File: src/rtl/uart_cfg_ctrl.sv
// Parses HEADER/ADDR/DATA/CHK frames arriving from uart_rx and writes a bank of
// four 8-bit configuration registers. Bad or stalled frames are dropped and counted.
module uart_cfg_ctrl #(
  parameter int          CLK_FRE    = 50,
  parameter int          TIMEOUT_US = 1000,
  parameter logic [7:0]  HEADER     = 8'h55,
  parameter logic [31:0] CFG_RST    = 32'h0000_0000
) (
  input  logic        clk,
  input  logic        rst_n,
  input  logic [7:0]  rx_data,
  input  logic        rx_data_valid,
  output logic        rx_data_ready,
  output logic [31:0] cfg_regs,
  output logic        cfg_wr,
  output logic [1:0]  cfg_wr_addr,
  output logic        frame_ok,
  output logic        frame_err,
  output logic [7:0]  ok_cnt,
  output logic [7:0]  err_cnt
);
  localparam logic [31:0] TIMEOUT_CYC = 32'(CLK_FRE * TIMEOUT_US);

  typedef enum logic [2:0] {S_HDR, S_ADDR, S_DATA, S_CHK, S_EXEC} state_t;

  state_t      state, state_nxt;
  logic [7:0]  addr_q, data_q, chk_q;
  logic [31:0] tcnt;
  logic        capture, in_frame, timeout, accept;

  // ready is high for exactly one cycle after a capture, which blocks a second
  // capture of the same byte while uart_rx is still dropping valid.
  assign capture  = rx_data_valid && !rx_data_ready && (state != S_EXEC);
  assign in_frame = (state == S_ADDR) || (state == S_DATA) || (state == S_CHK);
  assign timeout  = in_frame && !capture && (tcnt == TIMEOUT_CYC - 32'd1);
  assign accept   = (chk_q == 8'(addr_q + data_q)) && (addr_q[7:2] == 6'd0);

  always_ff @(posedge clk or negedge rst_n) begin
    if (!rst_n) state <= S_HDR;
    else        state <= state_nxt;
  end

  always_comb begin
    state_nxt = state;
    case (state)
      S_HDR:  if (capture && rx_data == HEADER) state_nxt = S_ADDR;
      S_ADDR: if (capture) state_nxt = S_DATA; else if (timeout) state_nxt = S_HDR;
      S_DATA: if (capture) state_nxt = S_CHK;  else if (timeout) state_nxt = S_HDR;
      S_CHK:  if (capture) state_nxt = S_EXEC; else if (timeout) state_nxt = S_HDR;
      S_EXEC: state_nxt = S_HDR;
      default: state_nxt = S_HDR;
    endcase
  end

  always_ff @(posedge clk or negedge rst_n) begin
    if (!rst_n) begin
      rx_data_ready <= 1'b0;
      cfg_regs      <= CFG_RST;
      cfg_wr        <= 1'b0;
      cfg_wr_addr   <= 2'd0;
      frame_ok      <= 1'b0;
      frame_err     <= 1'b0;
      ok_cnt        <= 8'd0;
      err_cnt       <= 8'd0;
      addr_q        <= 8'd0;
      data_q        <= 8'd0;
      chk_q         <= 8'd0;
      tcnt          <= 32'd0;
    end else begin
      rx_data_ready <= capture;
      cfg_wr        <= 1'b0;
      frame_ok      <= 1'b0;
      frame_err     <= 1'b0;

      if (capture && state == S_ADDR) addr_q <= rx_data;
      if (capture && state == S_DATA) data_q <= rx_data;
      if (capture && state == S_CHK)  chk_q  <= rx_data;

      // Capture beats timeout on the same edge; counter idles at 0 outside a frame.
      if (capture || !in_frame || timeout) tcnt <= 32'd0;
      else                                 tcnt <= tcnt + 32'd1;

      if (state == S_EXEC) begin
        if (accept) begin
          cfg_regs[{addr_q[1:0], 3'b000} +: 8] <= data_q;
          cfg_wr_addr <= addr_q[1:0];
          cfg_wr      <= 1'b1;
          frame_ok    <= 1'b1;
          ok_cnt      <= ok_cnt + 8'd1;
        end else begin
          frame_err   <= 1'b1;
          err_cnt     <= err_cnt + 8'd1;
        end
      end

      if (timeout) begin
        frame_err <= 1'b1;
        err_cnt   <= err_cnt + 8'd1;
      end
    end
  end
endmodule

File: config.mk
export PLATFORM = sky130hd
export DESIGN_NAME = uart_cfg_ctrl
export DESIGN_NICKNAME = d
export VERILOG_FILES = /design/src/rtl/uart_cfg_ctrl.sv
export SDC_FILE = /design/constraint.sdc
export NUM_CORES = 1
export LEC_CHECK = 0
export ABC_AREA = 1
export CAP_MARGIN = 20
export CORE_AREA = 2 2 119 121
export DETAILED_ROUTE_END_ITERATION = 10
export DIE_AREA = 0 0 121 123
export GPL_TIMING_DRIVEN = 0
export PLACE_DENSITY_LB_ADDON = 0.15
export SLEW_MARGIN = 20
export SYNTH_ARGS = -nofsm -noshare
export SYNTH_HDL_FRONTEND = slang
export SYNTH_SLANG_ARGS = --single-unit
File: constraint.sdc
create_clock -name clk -period 3.6 [get_ports clk]
set_clock_uncertainty 0.2 [all_clocks]
set_input_delay 0.36 -clock clk [delete_from_list [all_inputs] [get_ports clk]]
set_output_delay 0.36 -clock clk [all_outputs]
set_load 0.005 [all_outputs]
==> results.toml <==
[critical_path]
cpMostUsedCell = "nand2_1"
path_cells = "ha_1, fa_1, or2_1, nand3b_1, nand2_1, nor2_2, nand2_4, nor3_4, nand2_1, nand2_1, nand2_1"
rr_startpoint = "addr_q[0]$_DFFE_PN0P_"
required_ns = 3.65
path_class = "flip-flop to flip-flop"
critPathLaunchType = "flip-flop"
critPathCaptureType = "flip-flop"
r2r_end = "cfg_wr_addr[1]$_DFFE_PN0P_"
rr_worst_depth = 11
cp_max_fo = 10
cp_slowest_cell = "dfrtp_1"
arrival_ns = 3.00
r2r_setup_slack_ns = 0.65
critical-path-max-stage-delay_ns = 0.49
setup.worst_path.start = "addr_q[0]$_DFFE_PN0P_"

[floorplan]
io_pins = 65
start_util_pct = 44.9
die_w_um = 121
die_h_um = 123
die_area_um2 = 14900
rows = 43
coreArea_um2 = 13600

[power_and_ir_drop]
powerDensity_nw_per_um2 = 552
leakage_uw = 0.00351
peakVddDrop_mv = 0.355

[logic_synthesis]
ys_seq_elements = 112
yosysWarnings = 0
yosys.area_share.simple_pct = 34.7
synthesis.nets = 820
synth_area_per_cell_um2 = 7.71
synth_fa_ha_area_share_pct = 3.60
synth_cell_types = 34
synth_compound_gate_area_share_pct = 4.44
synth_top_family_by_area = "simple AND/OR/NAND/NOR gates"
syn_area_um2 = 6110
yosysSeqAreaShare_pct = 45.9
synth_xor_area_share_pct = 4.16
muxShareOfSynthArea_pct = 0
syn_inst = 792

[detailed_routing]
totalWireLength_um = 15200
vias = 5379
ant_nets = 0
drt_first_iter_violations = 503
first_pass_iters = 6
wl_per_cell_um = 14.4
drc = 0
viasPerCell = 5.10

[job]
max_cap_violations = 0

[sta]
slew_violations = 0
holdWs_ns = 0.259
fmax_ghz = 0.339
fin_crit_sh_pct = 81.9
final_hold_viol_count = 0
rsz0062_at_grt = "false"
setup_viol = 0
maxSlewHeadroom_pct = 64.6
period_minus_slack_ns = 2.95
worstMarginPinSlew_ns = 0.526

[finish]
final_nets = 897
n_antenna_cell = 0
syn2layout_area_growth_pct = 19.4
regArea_um2 = 2800
finalNonFillerCells = 1054
final_common_cell = "nand2_1"
drive_gt1_share_pct = 6.29
final.fill_count = 1340
final_cell_mix = "nand2_1 (236), dfrtp_1 (112), nor2_1 (102)"
multi_input_area_um2 = 2870

[worst_hold_path]
holdPathStages = 1
whs_endpoint = "tcnt[0]$_DFF_PN0_"
hp-class = "flip-flop to flip-flop"
worst_hold_startpoint = "tcnt[0]$_DFF_PN0_"

[clock_tree]
clk_latency_ns = 0.36
clockBufferDepth = 2
cts_buffers = 9
htreeDepth = 3
cts_tree = "yes"
cts-root-buf = "clkbuf_16"
cts_setup_buffers = 0
cts.reportedPaths.clkPinSlew_ns = 0.08
clock_sinks = 112

[global_route]
grt.overflow.total = 0
use_met3_pct = 4.70
antenna_found_initial = 0
grt-busiest-layer = "met2"
grt_max_degree = 58
grt_pass1_wl_um = 25400
met2_usage_pct = 35.6
gr-usage-met1_pct = 28.7
grt_pass1_vias = 5210
grt_usage_pct = 21.6

[place]
dpl.hpwl_um = 11500
port-buffer-count = 64
place_inst = 1037
routabilityCongestion = 0.915

[run_status]
status = "complete, no violations"
-- report_power, final --
part	internal (µW)	switching, µW	leakage (µW)
clock	476	484	0.000137
combinational	473	997	0.00185
sequential	1410	186	0.00152
-- how the worst max path moves through the flow --
stage               cells past startpoint                         end
floorplan                              11  cfg_wr_addr[0]$_DFFE_PN0P_
global placement                        1    cfg_regs[16]$_DFFE_PN0P_
detailed placement                     11  cfg_wr_addr[1]$_DFFE_PN0P_
CTS                                    11  cfg_wr_addr[1]$_DFFE_PN0P_
global route                           12  cfg_wr_addr[1]$_DFFE_PN0P_
finish                                 11  cfg_wr_addr[1]$_DFFE_PN0P_
-- flip-flops by register name, summed over array words and instances (netlist names), 3 cells and up --
name	cells
ok_cnt	8
chk_q	8
err_cnt	8
addr_q	8
cfg_regs	32
data_q	8
state	3
tcnt	32
-- final cells by class --
cell class              count  share of cell area [%]
inverters                  89                    4.58
repair buffers             66                    9.32
plain buffers              16                    1.48
clock inverters             7                   0.721
clock buffers               9                    3.09
well taps                 180                    3.09
flip-flops and latches    112                    38.4
multi-input cells         575                    39.3
-- cell families (layout without fill, tap and decap cells) --
kind of cell,Yosys count,count (layout)
AOI/OAI and AO/OA,53,53
xor gates and xnor gates,29,29
adders and majority gates,17,17
buffers and inverters,105,187
DFF,112,112
and+or+nand+nor,476,476
-- metrics by stage --
| step | total power (µW) | area (µm²) | worst slack, ns | TNS, ns | util (%) |
|---|---|---|---|---|---|
| after floorplan | 2680 | 6110 | 1.08 | 0 | - |
| after global placement | 3040 | 6980 | -2.32 | -259.23 | 51.2 |
| after detailed placement | 3080 | 7000 | 0.666 | 0 | 51.5 |
| after CTS | 4060 | 7290 | 0.620 | 0 | 53.6 |
| after global routing | 4360 | 7290 | 0.422 | 0 | 53.6 |
| final | 4030 | 7290 | 0.653 | 0 | 53.6 |
-- metal layers --
layer / routed length (µm) / share of wire (%)
met1: 6930 / 46
met2: 7370 / 49
met3: 682 / 4.5
met4: 204 / 1.3
met5: 0 / 0
-- critical path: cells and delay by family, from the launching register on --
kind                       cells  cell delay [ns]
adders and majority gates      2             0.67
DFF                            1             0.49
and+or+nand+nor                9             1.46
-- Yosys cell counts (all sizes together) --
master / instances / area, µm²
buf: 13 / 92.6
and3: 1 / 6.26
o21ai: 36 / 180
a31oi: 1 / 6.26
o21a: 2 / 15.0
nor2: 108 / 449
ha: 16 / 200
dfrtp: 112 / 2800
clkbuf: 3 / 15.0
fa: 1 / 20.0
nand3: 30 / 155
nand4: 49 / 307
inv: 89 / 334
or2: 2 / 12.5
xor2: 23 / 201
nor4: 9 / 56.3
xnor2: 6 / 52.6
nand3b: 2 / 15.0
a21oi: 14 / 70.1
nand2: 245 / 957
nor3: 30 / 161
-- repair_timing --
action,CTS,global route
gates resized for setup,0,0
endpoints found under the hold margin,55,0
hold buffers,1,0
No activity file was read; power rests on OpenSTA's default activity.
